<file path="src/rtl/ps2_host_tx_if.sv">
// Host-side command interface for the PS/2 transmitter.
//   tx_data  : byte to send, captured when tx_start is accepted
//   tx_start : one-cycle send request, ignored while tx_busy=1
//   tx_busy  : transmitter owns the PS/2 lines (receiver must ignore them)
//   tx_done  : one-cycle pulse, frame sent and ACK seen
//   tx_error : one-cycle pulse, timeout or missing ACK
// master = command issuer, slave = transmitter.
interface ps2_host_tx_if;
   logic [7:0] tx_data;
   logic       tx_start;
   logic       tx_busy;
   logic       tx_done;
   logic       tx_error;

   modport master (output tx_data, output tx_start,
                   input  tx_busy, input  tx_done, input tx_error);
   modport slave  (input  tx_data, input  tx_start,
                   output tx_busy, output tx_done, output tx_error);
endinterface

</file>
<file path="src/rtl/ps2_host_tx.sv">
// Host-to-device PS/2 transmitter: inhibits the bus, issues request-to-send,
// shifts 8 data bits + odd parity + stop on device clock falls, checks the ACK.
// Ports:
//   clk14      : 14 MHz master clock
//   rst_n      : async active-low reset, releases both lines immediately
//   host       : command interface (tx_data/tx_start in, tx_busy/tx_done/tx_error out)
//   ps2_clk_in : raw PS/2 clock line (async)
//   ps2_dat_in : raw PS/2 data line (async)
//   ps2_clk_oe : 1 = pull PS/2 clock low
//   ps2_dat_oe : 1 = pull PS/2 data low
module ps2_host_tx #(
   parameter int unsigned INHIBIT_CYC  = 1540,
   parameter int unsigned RTS_HOLD_CYC = 28,
   parameter int unsigned START_TO_CYC = 210000,
   parameter int unsigned PKT_TO_CYC   = 28000
) (
   input  logic          clk14,
   input  logic          rst_n,
   ps2_host_tx_if.slave  host,
   input  logic          ps2_clk_in,
   input  logic          ps2_dat_in,
   output logic          ps2_clk_oe,
   output logic          ps2_dat_oe
);

   localparam int unsigned CNT_W   = 18;
   localparam int unsigned IDX_W   = 4;
   localparam int unsigned FRAME_W = 10;

   typedef enum logic [3:0] {
      S_IDLE, S_INHIBIT, S_RTS, S_WAIT1, S_SHIFT,
      S_ACK, S_IDLEWAIT, S_DONE, S_ERR
   } state_t;

   state_t               state, state_d;
   logic [CNT_W-1:0]     cnt, cnt_d;
   logic [CNT_W-1:0]     pkt, pkt_d;
   logic [IDX_W-1:0]     idx, idx_d;
   logic [FRAME_W-1:0]   frame, frame_d;
   logic                 clk_oe_d, dat_oe_d, busy_d, done_d, err_d;

   logic clk_meta, sync_clk, sync_clk_d, dat_meta, sync_dat;
   logic fall_c;

   // Two-flop synchronisers; reset to idle-high so no false fall follows reset.
   always_ff @(posedge clk14 or negedge rst_n) begin
      if (!rst_n) begin
         clk_meta   <= 1'b1;
         sync_clk   <= 1'b1;
         sync_clk_d <= 1'b1;
         dat_meta   <= 1'b1;
         sync_dat   <= 1'b1;
      end else begin
         clk_meta   <= ps2_clk_in;
         sync_clk   <= clk_meta;
         sync_clk_d <= sync_clk;
         dat_meta   <= ps2_dat_in;
         sync_dat   <= dat_meta;
      end
   end

   assign fall_c = sync_clk_d & ~sync_clk;

   // State, counters and registered outputs.
   always_ff @(posedge clk14 or negedge rst_n) begin
      if (!rst_n) begin
         state         <= S_IDLE;
         cnt           <= '0;
         pkt           <= '0;
         idx           <= '0;
         frame         <= '0;
         ps2_clk_oe    <= 1'b0;
         ps2_dat_oe    <= 1'b0;
         host.tx_busy  <= 1'b0;
         host.tx_done  <= 1'b0;
         host.tx_error <= 1'b0;
      end else begin
         state         <= state_d;
         cnt           <= cnt_d;
         pkt           <= pkt_d;
         idx           <= idx_d;
         frame         <= frame_d;
         ps2_clk_oe    <= clk_oe_d;
         ps2_dat_oe    <= dat_oe_d;
         host.tx_busy  <= busy_d;
         host.tx_done  <= done_d;
         host.tx_error <= err_d;
      end
   end

   // Next state; outputs are decoded from the state being entered so they
   // line up with the state register.
   always_comb begin
      state_d  = state;
      cnt_d    = cnt + CNT_W'(1);
      pkt_d    = pkt;
      idx_d    = idx;
      frame_d  = frame;
      clk_oe_d = 1'b0;
      dat_oe_d = 1'b0;
      busy_d   = 1'b0;
      done_d   = 1'b0;
      err_d    = 1'b0;

      case (state)
         S_IDLE: begin
            if (host.tx_start) begin
               frame_d = {1'b1, ~^host.tx_data, host.tx_data};
               state_d = S_INHIBIT;
            end
         end
         S_INHIBIT: begin
            if (cnt == CNT_W'(INHIBIT_CYC - 1)) state_d = S_RTS;
         end
         S_RTS: begin
            if (cnt == CNT_W'(RTS_HOLD_CYC - 1)) state_d = S_WAIT1;
         end
         S_WAIT1: begin
            pkt_d = '0;
            if (fall_c) begin
               idx_d   = '0;
               state_d = S_SHIFT;
            end else if (cnt == CNT_W'(START_TO_CYC)) begin
               state_d = S_ERR;
            end
         end
         S_SHIFT: begin
            pkt_d = pkt + CNT_W'(1);
            if (pkt == CNT_W'(PKT_TO_CYC)) begin
               state_d = S_ERR;
            end else if (fall_c) begin
               idx_d = idx + IDX_W'(1);
               // Fall that would present the stop bit: release data instead.
               if (idx == IDX_W'(FRAME_W - 2)) state_d = S_ACK;
            end
         end
         S_ACK: begin
            pkt_d = pkt + CNT_W'(1);
            if (pkt == CNT_W'(PKT_TO_CYC)) state_d = S_ERR;
            else if (fall_c)               state_d = sync_dat ? S_ERR : S_IDLEWAIT;
         end
         S_IDLEWAIT: begin
            pkt_d = pkt + CNT_W'(1);
            if (pkt == CNT_W'(PKT_TO_CYC))  state_d = S_ERR;
            else if (sync_clk && sync_dat)  state_d = S_DONE;
         end
         S_DONE:  state_d = S_IDLE;
         S_ERR:   state_d = S_IDLE;
         default: state_d = S_IDLE;
      endcase

      if (state_d != state || state_d == S_IDLE) cnt_d = '0;

      clk_oe_d = (state_d == S_INHIBIT) || (state_d == S_RTS);
      case (state_d)
         S_RTS, S_WAIT1: dat_oe_d = 1'b1;
         S_SHIFT:        dat_oe_d = ~frame_d[idx_d];
         default:        dat_oe_d = 1'b0;
      endcase
      busy_d = (state_d != S_IDLE);
      done_d = (state_d == S_DONE);
      err_d  = (state_d == S_ERR);
   end

endmodule

</file>
<file path="src/flat_wrapper.sv">
// flat-port wrapper written by rule: the top's interface ports become plain ports
module ps2_host_tx_flat 
#(
   parameter int unsigned INHIBIT_CYC  = 1540,
   parameter int unsigned RTS_HOLD_CYC = 28,
   parameter int unsigned START_TO_CYC = 210000,
   parameter int unsigned PKT_TO_CYC   = 28000
)
  (clk14, rst_n, ps2_clk_in, ps2_dat_in, ps2_clk_oe, ps2_dat_oe, host_tx_data, host_tx_start, host_tx_busy, host_tx_done, host_tx_error);
  ps2_host_tx_if host_i ();
  input  logic clk14;
  input  logic rst_n;
  input  logic ps2_clk_in;
  input  logic ps2_dat_in;
  output logic ps2_clk_oe;
  output logic ps2_dat_oe;
  input wire logic [$bits(host_i.tx_data)-1:0] host_tx_data;
  input wire logic [$bits(host_i.tx_start)-1:0] host_tx_start;
  output wire logic [$bits(host_i.tx_busy)-1:0] host_tx_busy;
  output wire logic [$bits(host_i.tx_done)-1:0] host_tx_done;
  output wire logic [$bits(host_i.tx_error)-1:0] host_tx_error;
  assign host_i.tx_data = host_tx_data;
  assign host_i.tx_start = host_tx_start;
  assign host_tx_busy = host_i.tx_busy;
  assign host_tx_done = host_i.tx_done;
  assign host_tx_error = host_i.tx_error;
  ps2_host_tx #(.INHIBIT_CYC(INHIBIT_CYC), .RTS_HOLD_CYC(RTS_HOLD_CYC), .START_TO_CYC(START_TO_CYC), .PKT_TO_CYC(PKT_TO_CYC)) u_core (.clk14(clk14), .rst_n(rst_n), .host(host_i), .ps2_clk_in(ps2_clk_in), .ps2_dat_in(ps2_dat_in), .ps2_clk_oe(ps2_clk_oe), .ps2_dat_oe(ps2_dat_oe));
endmodule
</file>
<file path="config.mk">
export PLATFORM = sky130hd
export DESIGN_NAME = ps2_host_tx_flat
export DESIGN_NICKNAME = d
export VERILOG_FILES = /design/src/rtl/ps2_host_tx_if.sv /design/src/rtl/ps2_host_tx.sv /design/src/flat_wrapper.sv
export SDC_FILE = /design/constraint.sdc
export NUM_CORES = 1
export LEC_CHECK = 0
export CORE_UTILIZATION = 45
export CTS_CLUSTER_SIZE = 25
export DETAILED_ROUTE_END_ITERATION = 7
export HOLD_SLACK_MARGIN = 0.1
export RECOVER_POWER = 50
export SLEW_MARGIN = 20
export SYNTH_ARGS = -nofsm -noshare
export SYNTH_HDL_FRONTEND = slang
export SYNTH_SLANG_ARGS = --single-unit
</file>
<file path="constraint.sdc">
create_clock -name clk14 -period 3.4 [get_ports clk14]
set_input_delay 0.68 -clock clk14 [delete_from_list [all_inputs] [get_ports clk14]]
set_output_delay 0.68 -clock clk14 [all_outputs]
set_load 0.02 [all_outputs]
</file>
# Word level (Yosys, flattened, before mapping)
# Cells that the tools add are included.
[classes]
mux = 25
addsub = 3
n_lt_le_gt_ge = 1
bitwise_logic = 3
n_reduce_logical = 10
eq_ne = 18
[ops]
columns = ["cell", "n"]
rows = [
  ["$mux W4", 16],
  ["$add A18 B1 Y18 const B", 2],
  ["$pmux W18 S2", 1],
  ["$pmux W4 S7", 1],
  ["$eq A4 B3 Y1 const B", 5],
  ["$mux W10", 2],
  ["$eq A18 B11 Y1 const B", 1],
  ["$eq A18 B15 Y1 const B", 1],
  ["$eq A18 B18 Y1 const B", 1],
  ["$eq A18 B5 Y1 const B", 1],
  ["$mux W18", 1],
  ["$eq A4 B2 Y1 const B", 4],
  ["$eq A4 B1 Y1 const B", 2],
  ["$eq A4 B4 Y1 const B", 2],
  ["$logic_not A4 Y1", 2],
  ["$pmux W4 S2", 1],
  ["$reduce_xnor A8 Y1", 1],
  ["$lt A4 B5 Y1 const B", 1],
  ["$add A4 B1 Y4 const B", 1],
  ["$bmux W1 S4", 1],
  ["$ne A4 B4 Y1", 1],
  ["$reduce_bool A4 Y1", 1],
  ["$reduce_or A3 Y1", 1],
  ["$logic_or A1 B1 Y1", 2],
  ["7 further kinds", 8],
]
[totals]
output_inout_bits = 5
elab_cells = 75
in_bits = 13
reg_bits = 64

# Logic depth before layout (Yosys ltp)
[logic_depth]
ltp_word = 9
ltp_mapped = 12

# Worst setup path before layout
# No wires, ideal clock.
[synth_path]
kind = "register to register"
startpoint = "register u_core.pkt[0]"
endpoint = "register u_core.ps2_dat_oe"
stages_incl_launch_ff = 11
setup_ns = 0.127
setup_slack_ns = 0.997
t_required_ns = 3.273
synth_period_minus_slack_ns = 2.403
arrival_ns = 2.276
path_cell_list = "dfrtp_1 > inv_1 > ha_1 > nor4bb_1 > and3_1 > buf_4 > a2111o_1 > o211ai_2 > or4b_1 > a21oi_1 > o41ai_2"
[synth_between]
elab_chain_cells = 7
[synth_lines]
columns = ["item", "line_no", "rtl"]
rows = [
  ["start: declaration", "ps2_host_tx.sv:37", "logic [CNT_W-1:0] pkt, pkt_d;"],
  ["start signal: assignment", "ps2_host_tx.sv:80", "pkt <= pkt_d;"],
  ["$eq A18 B15 Y1 (*)", "ps2_host_tx.sv:129, ps2_host_tx.sv:139, ps2_host_tx.sv:144", ""],
  ["$mux W4", "ps2_host_tx.sv:129", "if (pkt == CNT_W'(PKT_TO_CYC)) begin"],
  ["$pmux W4 S2", "ps2_host_tx.sv:105", "case (state)"],
  ["$bmux W1 S4", "ps2_host_tx.sv:157", "S_SHIFT: dat_oe_d = ~frame_d[idx_d];"],
  ["$mux W1 (not written as such)", "ps2_host_tx.sv:157", ""],
  ["$not A1 Y1", "ps2_host_tx.sv:157", ""],
  ["$pmux W1 S2 (*)", "ps2_host_tx.sv:155", "case (state_d)"],
  ["net u_core.dat_oe_d", "ps2_host_tx.sv:40", "logic clk_oe_d, dat_oe_d, busy_d, done_d, err_d;"],
  ["end signal: assignment", "ps2_host_tx.sv:84", "ps2_dat_oe <= dat_oe_d;"],
  ["end: declaration", "ps2_host_tx.sv:23", "output logic ps2_dat_oe"],
]
# Mark *: on every way through the listed nets, which the timed path passes. The rest lies on a longest branch. The select of a mux whose other input is x is not followed.
# A chain may end at the register's enable or synchronous reset.

# Final worst setup path
[layout_path]
startpoint = "register u_core.pkt[0]"
endpoint = "register u_core.ps2_dat_oe"
[layout_lines]
columns = ["item", "line_no", "rtl"]
rows = [
  ["$eq A18 B15 Y1 (*)", "ps2_host_tx.sv:129, ps2_host_tx.sv:139, ps2_host_tx.sv:144", ""],
  ["$mux W4, on equally long branches", "ps2_host_tx.sv:144, ps2_host_tx.sv:129, ps2_host_tx.sv:139", ""],
  ["$pmux W4 S7 (*)", "ps2_host_tx.sv:105", ""],
  ["net u_core.state_d[1]", "ps2_host_tx.sv:35", "state_t state, state_d;"],
  ["$eq A4 B2 Y1", "ps2_host_tx.sv:155", ""],
  ["$reduce_or A2 Y1", "ps2_host_tx.sv:155", ""],
  ["$pmux W1 S2 (*)", "ps2_host_tx.sv:155", ""],
  ["net u_core.dat_oe_d", "ps2_host_tx.sv:40", ""],
]
# Marks and branches as above.

==> flow_summary.toml <==
[yosys]
yosysSeqAreaShare = 0.447
synth.avg_cell_area_sq_um = 9.77
netlist_area_sq_um = 3600
ys_top_cells_by_area = "dfrtp_1 (41%), nor2_1 (4.2%), dfstp_2 (3.7%)"
yosysTopAreaCell = "dfrtp_1"
synth.distinct_cells = 65
synth_most_common_cell = "dfrtp_1"
syn_nets = 388
synth_top_area_share = 0.411
synth_edf_count = 0
async_reset_ff_frac = 1.00
syn_inst = 368
synth_flop_cell = "dfrtp_1"
netlist_top_cells_count = "dfrtp_1 (59), nor2_1 (40), nand2_1 (34)"
ys_ff_latch = 64
ys_warn_count = 0

[setup_path]
path_common_cell = "inv_1"
r2r_slack_ns = 0.64
crit_slowest_cell = "and3_1"
cp_max_fo = 8
startpoint_type = "flip-flop"
end_kind = "flip-flop"
critPathArrivalTime_ns = 3.00
path_delay_family = "simple AND/OR/NAND/NOR gates"
cp.required_ns = 3.65
path_cells = "inv_1 > ha_1 > nor4bb_1 > and3_1 > a21oi_2 > a221oi_2 > inv_1 > or3_1 > o41ai_2"
reg2reg_depth = 9
timing.rr.start = "u_core.pkt[0]"
critPathMaxStageDelay_ns = 0.43
r2r-end = "u_core.ps2_dat_oe"
critical_path_class = "flip-flop to flip-flop"
critPathBufInv = 2

[timing]
fmax_mhz = 363
finalSetupTns_ns = 0
final-max-slew-violation-count = 33
setup_slack_ns = 0.645
final-hold-violation-count = 0
finalCritPeriodShare = 0.810
slew_headroom = -0.155
skew_ns = 0.00749
tightest_slew_ns = 1.73
finalSetupViolCount = 0
period_minus_slack_ns = 2.76
rsz0062_at_grt = "false"

[cells_and_area]
layout.cells.non_filler = 495
nNetsFinal = 408
drive_gt1_frac = 0.115
area_delta_synth_final_pct = 12.6
antenna_cells = 0

[grt]
grt_pass1_vias = 2785
grt_usage = 0.202
antenna_found_initial = 0
grt_first_pass_wirelength_um = 13000
grt_max_degree = 33
overflow = 0

[place]
dp_cells = 479
place_congestion = 0.854
dpl.hpwl_um = 5480
detailedPlace.worstSlack_ns = 0.521
io_buffers = 17

[clock_tree]
ctsResizeCount = 0
cts_sinks = 64
clock_path_buffers = 2
clkTransAtPathRegs_ns = 0.08
post_cts_buffers = 0
root_buffer = "clkbuf_8"
cts_tree = "built"
clock_latency_ns = 0.35
hold_buffers = 0
h-tree-depth = 3
cts_buffers = 9

[drt]
post_drt_wl_per_cell_um = 15.4
drc = 0
ant_nets = 0
vias_per_cell = 5.58
route.vias.total = 2760
dr.pass1.iters = 4
routed_wirelength_um = 7640
drtIter0Drc = 158

[die]
fp.dieArea_sq_um = 8350
die-width_um = 91.4
die_y_um = 91.4
io_pins = 18
start_util = 0.465
fp-row-count = 32
core-area_sq_um = 7730

[power]
peakVddDrop_v = 0.000205
cellLeakagePower_nw = 1.76
power.density_nw_per_um2 = 387
power_mw = 1.57

[outcome]
violations = "max-capacitance violations, max-slew violations"
status = "finished, violations left"

[hold_path]
hp-class = "primary input to async pin"

[run]
max-cap-violations = 1
==> area by class of cell <==
| cell class | count | area, sq um |
|---|---|---|
| flip-flops and latches | 64 | 1610 |
| clock inverters | 7 | 103 |
| multi-input cells | 273 | 1820 |
| fillers | 711 | 3680 |
| clock buffers | 9 | 124 |
| inverters | 16 | 60.1 |
| well taps | 102 | 128 |
| repair buffers | 24 | 209 |
==> how the worst max path moves through the flow <==
| stage | from | to | cells after the start |
|---|---|---|---|
| finish | u_core.pkt[0] | u_core.ps2_dat_oe | 9 |
| global route | u_core.pkt[0] | u_core.ps2_dat_oe | 9 |
| CTS | u_core.pkt[0] | u_core.ps2_dat_oe | 9 |
| detailed placement | host_tx_start | u_core.ps2_dat_oe | 7 |
| global placement | host_tx_start | u_core.ps2_dat_oe | 7 |
| floorplan | u_core.pkt[0] | u_core.ps2_dat_oe | 10 |
==> worst reg2reg max path, cell delays in order (launching register included) <==
cell      delay, ns
dfrtp_1        0.41
inv_1          0.11
ha_1           0.21
nor4bb_1       0.27
and3_1         0.43
a21oi_2        0.13
a221oi_2       0.28
inv_1          0.15
or3_1          0.38
o41ai_2        0.28
==> per-stage QoR <==
stage / hold slack (ns) / instance area (sq um) / util
finish: 0.287 / 4050 / 0.524
detailed placement: 0.348 / 3830 / 0.496
floorplan: 0.345 / 3600 / -
global placement: 0.346 / 3830 / 0.496
global route: 0.322 / 4050 / 0.524
CTS: 0.170 / 4060 / 0.525
==> placed cells by master (no fill, tap or decap), types with 6 or more instances in the layout <==
master / instances
mux2_2: 9
a21oi_1: 10
xor2_1: 9
nand4_1: 9
o21ai_0: 14
nor3_1: 16
inv_1: 16
mux2i_1: 8
ha_1: 7
clkbuf_8: 9
dfrtp_1: 59
nand2b_1: 6
xnor2_1: 15
nand2_1: 34
clkdlybuf4s50_1: 14
nor2_1: 40
and3_1: 8
nand3_1: 20
==> per-layer routing <==
layer	GRT usage	vias to the layer above	wire [um]
met5	0	-	0
met2	0.310	41	3510
met1	0.268	1334	3720
met4	0.116	0	198
met3	0.0360	17	217
li1	-	1368	-
==> registers in the layout, summed over array words and instances, names as in the netlist, 4 cells and up <==
register,flops
u_core.cnt,18
u_core.state,4
u_core.idx,4
u_core.frame,10
u_core.pkt,18
==> kinds of logic (layout without fill, tap and decap cells) <==
| logic type | count (synthesis) | count (layout) | share of synthesized area |
|---|---|---|---|
| and+or+nand+nor | 160 | 160 | 0.235 |
| xor gates and xnor gates | 24 | 24 | 0.0585 |
| muxes | 17 | 17 | 0.0505 |
| DFF | 64 | 64 | 0.447 |
| adders and majority gates | 7 | 7 | 0.0244 |
| buffers and inverters | 31 | 56 | 0.0473 |
| AOI/OAI and AO/OA | 65 | 65 | 0.137 |
==> power breakdown <==
group	leakage, nW	total [mW]	internal, mW	switching [mW]
logic	0.806	0.0522	0.0231	0.0291
registers	0.847	0.767	0.766	0.00153
clock network	0.111	0.747	0.421	0.326
No activity file was read; power rests on OpenSTA's default activity.
